## config.mk

```make
export PLATFORM = sky130hd
export DESIGN_NAME = output_port_ctrl_flat
export DESIGN_NICKNAME = d
export VERILOG_FILES = /design/src/rtl/output_port_ctrl_if.sv /design/src/rtl/output_port_ctrl.sv /design/src/flat_wrapper.sv
export SDC_FILE = /design/constraint.sdc
export NUM_CORES = 1
export LEC_CHECK = 0
export ABC_AREA = 0
export ABC_CLOCK_PERIOD_IN_PS = 4950
export CORE_MARGIN = 2
export CORE_UTILIZATION = 30
export DETAILED_ROUTE_END_ITERATION = 8
export PLACE_DENSITY_LB_ADDON = 0.05
export SYNTH_ARGS = -nofsm -noshare
export SYNTH_HDL_FRONTEND = slang
export SYNTH_SLANG_ARGS = --single-unit
```

## constraint.sdc

```tcl
create_clock -name clk -period 4.95 [get_ports clk]
set_clock_uncertainty 0.2 [all_clocks]
set_input_delay 0.495 -clock clk [delete_from_list [all_inputs] [get_ports clk]]
set_output_delay 0.495 -clock clk [all_outputs]
set_load 0.05 [all_outputs]
```

## src/rtl/output_port_ctrl_if.sv

```systemverilog
// rtl/output_port_ctrl_if.sv - arbiter-side and link-side signals of one router output port
// The master drives grants, head flits and downstream ready; the slave is the port controller.
interface output_port_ctrl_if #(
  parameter int DATA_WIDTH = 64
);
  logic [4:0]            grant;
  logic [DATA_WIDTH-1:0] data_in_pe;
  logic [DATA_WIDTH-1:0] data_in_s;
  logic [DATA_WIDTH-1:0] data_in_n;
  logic [DATA_WIDTH-1:0] data_in_e;
  logic [DATA_WIDTH-1:0] data_in_w;
  logic                  receive_output;
  logic [DATA_WIDTH-1:0] data_out;
  logic                  empty;
  logic                  send_output;
  logic                  clear_pe;
  logic                  clear_s;
  logic                  clear_n;
  logic                  clear_e;
  logic                  clear_w;

  modport master (
    output grant, data_in_pe, data_in_s, data_in_n, data_in_e, data_in_w, receive_output,
    input  data_out, empty, send_output, clear_pe, clear_s, clear_n, clear_e, clear_w
  );

  modport slave (
    input  grant, data_in_pe, data_in_s, data_in_n, data_in_e, data_in_w, receive_output,
    output data_out, empty, send_output, clear_pe, clear_s, clear_n, clear_e, clear_w
  );
endinterface

```

## src/rtl/output_port_ctrl.sv

```systemverilog
// rtl/output_port_ctrl.sv - two-VC output port: arbiter-granted flit in, link flit out
// Polarity selects the internal-side VC; the link side is always the other one.
module output_port_ctrl #(
  parameter int DATA_WIDTH = 64
) (
  input  logic                 clk,
  input  logic                 reset,
  input  logic                 polarity,
  output_port_ctrl_if.slave    port
);

  logic [1:0][DATA_WIDTH-1:0] vc_buf_q, vc_buf_d;
  logic [1:0]                 full_q, full_d;

  logic                  ip, lp;
  logic                  grant_valid;
  logic                  accept;
  logic                  send;
  logic [DATA_WIDTH-1:0] sel_data;

  always_comb begin
    ip          = polarity;
    lp          = ~polarity;
    grant_valid = (port.grant != 5'd0) && ((port.grant & (port.grant - 5'd1)) == 5'd0);
    // Clears are gated by reset so no input buffer pops while the port is held in reset.
    accept      = grant_valid && !full_q[ip] && !reset;
    send        = full_q[lp] && port.receive_output;

    sel_data = '0;
    case (port.grant)
      5'b00001: sel_data = port.data_in_pe;
      5'b00010: sel_data = port.data_in_s;
      5'b00100: sel_data = port.data_in_n;
      5'b01000: sel_data = port.data_in_e;
      5'b10000: sel_data = port.data_in_w;
      default:  sel_data = '0;
    endcase

    vc_buf_d = vc_buf_q;
    full_d   = full_q;
    if (accept) begin
      vc_buf_d[ip] = sel_data;
      full_d[ip]   = 1'b1;
    end
    if (send) begin
      full_d[lp] = 1'b0;
    end
  end

  always_ff @(posedge clk or posedge reset) begin
    if (reset) begin
      vc_buf_q <= '0;
      full_q   <= '0;
    end else begin
      vc_buf_q <= vc_buf_d;
      full_q   <= full_d;
    end
  end

  assign port.empty       = ~full_q[ip];
  assign port.send_output = send;
  assign port.data_out    = send ? vc_buf_q[lp] : '0;
  assign port.clear_pe    = accept && port.grant[0];
  assign port.clear_s     = accept && port.grant[1];
  assign port.clear_n     = accept && port.grant[2];
  assign port.clear_e     = accept && port.grant[3];
  assign port.clear_w     = accept && port.grant[4];

endmodule

```

## src/flat_wrapper.sv

```systemverilog
// flat-port wrapper written by rule: the top's interface ports become plain ports
module output_port_ctrl_flat 
#(
  parameter int DATA_WIDTH = 64
)
  (clk, reset, polarity, port_grant, port_data_in_pe, port_data_in_s, port_data_in_n, port_data_in_e, port_data_in_w, port_receive_output, port_data_out, port_empty, port_send_output, port_clear_pe, port_clear_s, port_clear_n, port_clear_e, port_clear_w);
  output_port_ctrl_if #(.DATA_WIDTH(DATA_WIDTH)) port_i ();
  input  logic clk;
  input  logic reset;
  input  logic polarity;
  input wire logic [$bits(port_i.grant)-1:0] port_grant;
  input wire logic [$bits(port_i.data_in_pe)-1:0] port_data_in_pe;
  input wire logic [$bits(port_i.data_in_s)-1:0] port_data_in_s;
  input wire logic [$bits(port_i.data_in_n)-1:0] port_data_in_n;
  input wire logic [$bits(port_i.data_in_e)-1:0] port_data_in_e;
  input wire logic [$bits(port_i.data_in_w)-1:0] port_data_in_w;
  input wire logic [$bits(port_i.receive_output)-1:0] port_receive_output;
  output wire logic [$bits(port_i.data_out)-1:0] port_data_out;
  output wire logic [$bits(port_i.empty)-1:0] port_empty;
  output wire logic [$bits(port_i.send_output)-1:0] port_send_output;
  output wire logic [$bits(port_i.clear_pe)-1:0] port_clear_pe;
  output wire logic [$bits(port_i.clear_s)-1:0] port_clear_s;
  output wire logic [$bits(port_i.clear_n)-1:0] port_clear_n;
  output wire logic [$bits(port_i.clear_e)-1:0] port_clear_e;
  output wire logic [$bits(port_i.clear_w)-1:0] port_clear_w;
  assign port_i.grant = port_grant;
  assign port_i.data_in_pe = port_data_in_pe;
  assign port_i.data_in_s = port_data_in_s;
  assign port_i.data_in_n = port_data_in_n;
  assign port_i.data_in_e = port_data_in_e;
  assign port_i.data_in_w = port_data_in_w;
  assign port_i.receive_output = port_receive_output;
  assign port_data_out = port_i.data_out;
  assign port_empty = port_i.empty;
  assign port_send_output = port_i.send_output;
  assign port_clear_pe = port_i.clear_pe;
  assign port_clear_s = port_i.clear_s;
  assign port_clear_n = port_i.clear_n;
  assign port_clear_e = port_i.clear_e;
  assign port_clear_w = port_i.clear_w;
  output_port_ctrl #(.DATA_WIDTH(DATA_WIDTH)) u_core (.clk(clk), .reset(reset), .polarity(polarity), .port(port_i));
endmodule
```

======== Word-level counts from Yosys, hierarchy flattened ========
Index checks and enable logic that the tools add are counted.
storage, ports and cells
  register bits ........................... 130
  input bits .............................. 329
  output and inout port bits .............. 71
  logic and storage cells ................. 51
operators by class
  $add $sub $neg .......................... 1
  magnitude comparators ................... 4
  equal/unequal tests ..................... 5
  multiplexer cells ....................... 17
  bitwise logic cells ..................... 6
  reductions and logical operators ........ 15
operators with widths
  cell                                                                   number
  64-bit one-hot mux with 5 select lines                                 1
  64-bit two-way mux                                                     4
  128-bit bitwise mux                                                    1
  64-bit demux with 1-bit select                                         1
  1-bit logical AND                                                      11
  1-bit two-way mux                                                      6
  5-bit bitwise AND                                                      1
  5-bit by 1-bit equality test with 1-bit output, second input constant  1
  5-bit by 2-bit equality test with 1-bit output, second input constant  1
  5-bit by 3-bit equality test with 1-bit output, second input constant  1
  5-bit by 4-bit equality test with 1-bit output, second input constant  1
  5-bit equality test, second input constant                             1
  5-bit logical NOT                                                      1
  5-bit nonzero test                                                     1
  5-bit by 1-bit subtractor with 5-bit output, second input constant     1
  1-bit by 2-bit < comparator with 1-bit output, second input constant   2
  2-bit two-way mux                                                      2
  2-bit bitwise AND                                                      1
  1-bit demux with 1-bit select                                          2
  1-bit greater-or-equal comparator, second input constant               2
  1-bit logical NOT                                                      2
  1-bit inverter                                                         2
  2-bit inverter                                                         1
  2-bit OR                                                               1

======== Depth between registers and ports, before layout ========
Gate-level depths: netlist (run 1).
  word-level depth ........................ 9
  gate-level depth with buffers ........... 7
  mapped depth without buffers ............ 5

======== Worst setup path before layout (run 1) ========
Ideal clock, no wire load.
  path kind ............................... input to output
  from .................................... in port_grant[4]
  to ...................................... out port_clear_w
  data arrival time ....................... 2.805 ns
  required time ........................... 4.255 ns
  path slack .............................. 1.450 ns
  cell stages on the path ................. 4
  path buffers ............................ 0
  path through ............................ or3_1 o21bai_1 o31a_1 nor4b_1
between the ends
  cells in the longest elaborated chain, start to end .. 7
  elaborated cells between the ends (all ways) .. 8
  classes of those cells .................. add/sub: 1; bitwise: 1; reduce/logical: 6
RTL lines
  item                                         line                    RTL
  from (decl)                                  flat_wrapper.sv:11      input wire logic [$bits(port_i.grant)-1:0] port_grant;
  5-bit by 1-bit subtractor with 5-bit output  output_port_ctrl.sv:24  grant_valid = (port.grant != 5'd0) && ((port.grant & (port.grant - 5'd1)) == 5'd0);
  5-bit bitwise AND                            output_port_ctrl.sv:24
  5-bit logical NOT                            output_port_ctrl.sv:24
  1-bit logical AND                            output_port_ctrl.sv:24
  1-bit logical AND (2 in a row)               output_port_ctrl.sv:26  accept = grant_valid && !full_q[ip] && !reset;
  1-bit logical AND *                          output_port_ctrl.sv:67  assign port.clear_w = accept && port.grant[4];
  to (decl)                                    flat_wrapper.sv:25      output wire logic [$bits(port_i.clear_w)-1:0] port_clear_w;
Mark *: on every way between the ends. The rest lies on a longest branch, timed or not.

======== Final worst setup path (run 1) ========
  from .................................... in port_grant[4]
  to ...................................... out port_clear_pe
between the ends
  cells in the longest elaborated chain, start to end .. 7
  elaborated cells between the ends (all ways) .. 8
  classes of those cells .................. add/sub: 1; bitwise: 1; reduce/logical: 6
RTL lines
  item                                         line                    RTL
  5-bit by 1-bit subtractor with 5-bit output  output_port_ctrl.sv:24
  5-bit bitwise AND                            output_port_ctrl.sv:24
  5-bit logical NOT                            output_port_ctrl.sv:24
  1-bit logical AND *                          output_port_ctrl.sv:24
  1-bit logical AND * (2 in a row)             output_port_ctrl.sv:26
  1-bit logical AND *                          output_port_ctrl.sv:63  assign port.clear_pe = accept && port.grant[0];
  to (decl)                                    flat_wrapper.sv:21      output wire logic [$bits(port_i.clear_pe)-1:0] port_clear_pe;
Marks and branches as above.

==> results.toml, run 1 <==
[setup_path]
crit_arrival_ns = 3.20
worstPathMaxFanout = 6
end_kind = "primary output"
required_ns = 4.26
worstSetupStartpointType = "input port"
critPathSlowestCell = "clkdlybuf4s50_1"
path_cells = "clkdlybuf4s50_1 -> or3_2 -> o21bai_1 -> o31a_1 -> nor3_1 -> and2_1 -> clkdlybuf4s50_1"
crit_path_max_incr_delay_ns = 0.80
worstSetupPathType = "in -> out"
cp_common_cell = "clkdlybuf4s50_1"

[power_and_ir_drop]
combPwrFrac_pct = 24.8
power_frac_seq_pct = 36.8
internal_power_w = 0.00255
ir_drop_v = 0.000213
swShare_pct = 26.7
leakage_nw = 5.87
p_sw_w = 0.000930
total_power_w = 0.00348
p_per_area_nw_per_um2 = 273
p_clk_share_pct = 38.5

[cells_and_area]
layout-drive-gt1-share_pct = 17.7
design_area_um2 = 12700
antennaDiodeCount = 0
syn_to_final_growth_pct = 62.4
fin_nets = 1374

[synth]
synth-seq-cells = 130
synth_edf_count = 0
synth_warnings = 0
synth_top_area_share_pct = 41.5
synth_fp_nets = 1017
async_flop_share_pct = 100
synth_top_area_cell = "dfrtp_1"
ys_seq_area_share_pct = 41.5
ys_dominant_reg_cell = "dfrtp_1"
synthesis.instances = 688
avgSynthCellArea_um2 = 11.4
syn_area_um2 = 7850
yosysUniqueCellTypes = 30
synth_area_leaders = "dfrtp_1 41%, a22oi_1 12%, mux2_2 11%"

[floorplanning]
dieArea_um2 = 27500
initial_core_util_pct = 30.4
die_h_um = 166
std_cell_rows = 59
die_w_um = 166
ios = 400
coreArea_um2 = 25800

[clock_network]
clkLatencyLatePin_ns = 0.40
hold_buffers = 0
cts.sinks = 130
path_clk_slew_ns = 0.06
cts_htree_levels = 4
cts_setup_buffers = 0
cts_tree = "done"
cts_inserted_buffers = 17
root_buffer = "clkbuf_16"
clock_path_buffers = 2
post_cts_resized = 0

[grt]
grt_pass1_wl_um = 46500
grt_pass1_vias = 7861
grt_max_degree = 68
grt-ovfl-total = 0
antenna_found_initial = 1
grt_usage_pct = 21.4

[sta]
whs_ns = 0.303
fin_crit_ns = 3.89
finalCritPeriodShare_pct = 78.6
slew_violations = 0
setup_viol_count_final = 0
rsz0062_at_grt = "false"
max_slew_margin_pct = 32.1
setup_tns_ns = 0
hold_viol = 0
fmax_mhz = 257
tightest_slew_ns = 1.02

[placement]
post-dp-hpwl_um = 20300
place_area_um2 = 12100
portBuffers = 399
gp_congestion = 0.785

[outcome]
status = "finished clean"

[drt]
drc = 0
drt_wl_total_um = 29800
avgViaCountPerCell = 5.35
drtIter0Drc = 303
ant_nets = 0
drt_first_pass_iters = 5
vias = 7451
wl_per_cell_um = 21.4

[hold_path]
hold_class = "reg -> reg"

[job]
cap_violations = 0
==> state kept, by name, indices dropped and copies added, names as in the netlist <==
register and cells:
u_core.vc_buf_q 128, u_core.full_q 2
==> cells in the final DEF, fill, tap and decap left out, drive strengths merged <==
master	n
clkbuf	19
clkinvlp	4
o21ai	2
o21bai	1
xor2	1
or4	1
a22oi	128
clkinv	4
inv	5
nor4b	1
nor3	2
and2	4
mux2i	2
mux2	128
buf	15
a21oi	1
a21o	64
bufinv	4
clkdlybuf4s50	399
o22ai	64
nor2b	5
or4b	1
or3	2
a22o	64
nor2	2
and3	1
nor3b	1
o31a	1
nand2	2
dfrtp	130
==> layout make-up <==
class,count,area [um^2]
Fill cell,2419,13100
Multi-Input combinational cell,478,4270
Timing Repair Buffer,414,4140
Sequential cell,130,3250
Clock buffer,19,453
Tap cell,335,419
Clock inverter,13,183
Inverter,4,20.0
==> power by group through the flow <==
stage	clock network [W]	registers (W)	logic, W
after floorplan	0	0.00127	0.000457
after detailed placement	0	0.00130	0.000869
after global routing	0.00142	0.00130	0.000930
after CTS	0.00137	0.00128	0.000873
after global placement	0	0.00130	0.000861
final	0.00134	0.00128	0.000863
==> synth_stat cells (2+ instances only) <==
library cell,number
and2_1,4
buf_4,3
inv_1,4
mux2_2,79
nand2_1,2
dfrtp_1,130
mux2_4,49
a22oi_1,128
nor3_1,2
o22ai_1,64
a22o_1,64
or3_1,2
buf_1,9
a21o_1,64
nor2b_1,5
clkbuf_1,55
mux2i_1,2
nor2_1,2
o21ai_0,2
buf_6,8
==> routing by layer <==
layer  global-route usage [%]  wire (um)  share of wire [%]
met5                        0         12              0.040
met2                     34.3      13800                 46
met1                     28.1      13300                 45
met3                     5.79       2060                6.9
met4                     6.88        636                2.1
==> path summary, 6_finish.rpt <==
| check | from | end | slack (ns) | cells past startpoint |
|---|---|---|---|---|
| setup / recovery | port_grant[4] | port_clear_pe | 1.06 | 7 |
| hold / removal | u_core.vc_buf_q[57] | u_core.vc_buf_q[57] | 0.30 | 1 |
| setup reg to reg | u_core.full_q[1] | u_core.vc_buf_q[82] | 2.58 | 3 |
| hold reg to reg | u_core.vc_buf_q[57] | u_core.vc_buf_q[57] | 0.30 | 1 |
| max in group asynchronous | reset | u_core.vc_buf_q[37] | 3.15 | 3 |
| min in group asynchronous | reset | u_core.full_q[1] | 0.47 | 2 |
==> stage by stage <==
| stage | setup WS (ns) | instances | util [%] |
|---|---|---|---|
| finish | 1.06 | 1393 | 49.3 |
| global route | 0.926 | 1393 | 49.3 |
| CTS | 1.06 | 1393 | 49.3 |
| detailed placement | 1.06 | 1361 | 46.9 |
| global placement | 1.10 | 1361 | 46.9 |
| floorplan | 0.786 | 688 | - |
==> cells by family after synthesis <==
| family | count (synthesis) | synth area share (%) |
|---|---|---|
| compound gates | 325 | 31.0 |
| xor+xnor | 1 | 0.112 |
| simple gates | 22 | 1.71 |
| flops | 130 | 41.5 |
| buf+inv | 80 | 4.75 |
| mux | 130 | 21.0 |
==> critical path: cells and delay by family <==
kind	cells	cell delay, ns
buffers and inverters	2	1.36
and+or+nand+nor	3	1.03
AOI/OAI and AO/OA	2	0.31
Note: power is estimated with default switching activity, not from simulation.
==> inputs of run 2 (changes only) <==
Settings changed: ABC_CLOCK_PERIOD_IN_PS 4950 to 3300.
Clock period 4.95 ns to 3.3 ns, I/O delays scaled along.
==> run 2 against run 1 <==
Count of clock-buffer cells in the layout is 2 higher. Combinational power is 58% higher. Total power is 50% higher. Critical endpoint is now port_clear_w. Highest routed layer is now met4.
==> results.toml, run 2 (same netlist as run 1, synthesis figures left out) <==
[setup_path]
crit_path_max_incr_delay_ns = 0.52
worstSetupPathType = "in -> out"
critPathSlowestCell = "nor4b_1"
worstSetupStartpointType = "input port"
cp.buffers_inverters = 2
worst-r2r-setup-slack_ns = 1.34
crit_arrival_ns = 2.38
path_cells = "clkdlybuf4s50_1 -> or3_2 -> o21bai_1 -> o31a_1 -> nor4b_1 -> buf_12"
required_ns = 2.77
end_kind = "primary output"
worstPathMaxFanout = 5
cp_top_family = "simple AND/OR/NAND/NOR gates"

[cells_and_area]
n_fill_cell = 2358
layout-drive-gt1-share_pct = 24.3
antennaDiodeCount = 0
layout_commonest_cell = "clkdlybuf4s50_1"
final_cell_mix = "330 x clkdlybuf4s50_1, 130 x dfrtp_1, 128 x a22oi_1"
top_register = "u_core.vc_buf_q"
fin_nets = 1377
largest_register_ffs = 128
design_area_um2 = 13300
reg.largest.list = "u_core.vc_buf_q x128, u_core.full_q x2"
syn_to_final_growth_pct = 69.7

[grt]
grt_pass1_vias = 7658
grt_pass1_wl_um = 44300
antenna_found_initial = 0
grt_usage_pct = 20.2
grt-ovfl-total = 0
grt_max_degree = 131

[sta]
tightest_slew_ns = 1.01
setup_viol_count_final = 0
whs_ns = 0.303
fin_crit_ns = 2.91
slew_violations = 0
fin_ws_ns = 0.387
max_slew_margin_pct = 32.2
setup_tns_ns = 0
rsz0062_at_grt = "false"
fmax_mhz = 343
hold_viol = 0
finalCritPeriodShare_pct = 88.3

[clock_network]
root_buffer = "clkbuf_16"
clock_path_buffers = 2
post_cts_resized = 0
cts_htree_levels = 4
cts.sinks = 130
clkLatencyLatePin_ns = 0.41
path_clk_slew_ns = 0.06
cts_inserted_buffers = 17
hold_buffers = 0
cts_setup_buffers = 0
cts_tree = "done"

[floorplanning]
initial_core_util_pct = 30.4
ios = 400
std_cell_rows = 59
die_h_um = 166
coreArea_um2 = 25800
die_w_um = 166
dieArea_um2 = 27500

[drt]
avgViaCountPerCell = 5.29
drt_first_pass_iters = 5
drc = 0
drt_wl_total_um = 28200
ant_nets = 0
wl_per_cell_um = 20.2
drtIter0Drc = 341
vias = 7391

[placement]
place_ws_ns = 0.154
portBuffers = 399
gp_congestion = 0.771
post-dp-hpwl_um = 19200
place_area_um2 = 12700

[power_and_ir_drop]
total_power_w = 0.00523
p_per_area_nw_per_um2 = 392
leakage_nw = 6.18
ir_drop_v = 0.000278

[job]
cap_violations = 0

[hold_path]
hold_class = "reg -> reg"

[outcome]
status = "finished clean"
## run 2: final cells by class
type | count | area, um^2 | share of cell area [%]
Timing Repair Buffer | 417 | 4730 | 35.5
Inverter | 4 | 18.8 | 0.141
Multi-Input combinational cell | 478 | 4270 | 32.1
Sequential cell | 130 | 3250 | 24.4
Tap cell | 335 | 419 | 3.15
Clock inverter | 11 | 151 | 1.14
Clock buffer | 21 | 470 | 3.53
## run 2: power breakdown
part / leakage (nW) / total, W / switching (W) / internal [W]
Combinational: 4.10 / 0.00136 / 0.000574 / 0.000785
Sequential: 1.79 / 0.00190 / 0.000108 / 0.00180
Clock: 0.292 / 0.00196 / 0.000711 / 0.00125
Total: 6.18 / 0.00523 / 0.00139 / 0.00383
## run 2: per-stage QoR
stage / cells / util (%)
after detailed placement: 1364 / 49.1
final: 1396 / 51.5
after global routing: 1396 / 51.5
after global placement: 1364 / 49.1
after CTS: 1396 / 51.5
after floorplan: 688 / -
## run 2: worst paths after layout
path | cells after the start | to | from
max | 6 | port_clear_w | port_grant[0]
min | 1 | u_core.vc_buf_q[42] | u_core.vc_buf_q[42]
max reg2reg | 3 | u_core.vc_buf_q[84] | u_core.full_q[1]
min reg2reg | 1 | u_core.vc_buf_q[42] | u_core.vc_buf_q[42]
max in group asynchronous | 3 | u_core.vc_buf_q[78] | reset
min in group asynchronous | 3 | u_core.vc_buf_q[117] | reset
## run 2: metal layers
layer  vias up  track usage [%]  wire length, um
met2       288             32.9            13300
met5         -                0                0
li1       3457                -                -
met4         0             4.65              352
met1      3624             26.6            12600
met3        22             5.72             1970
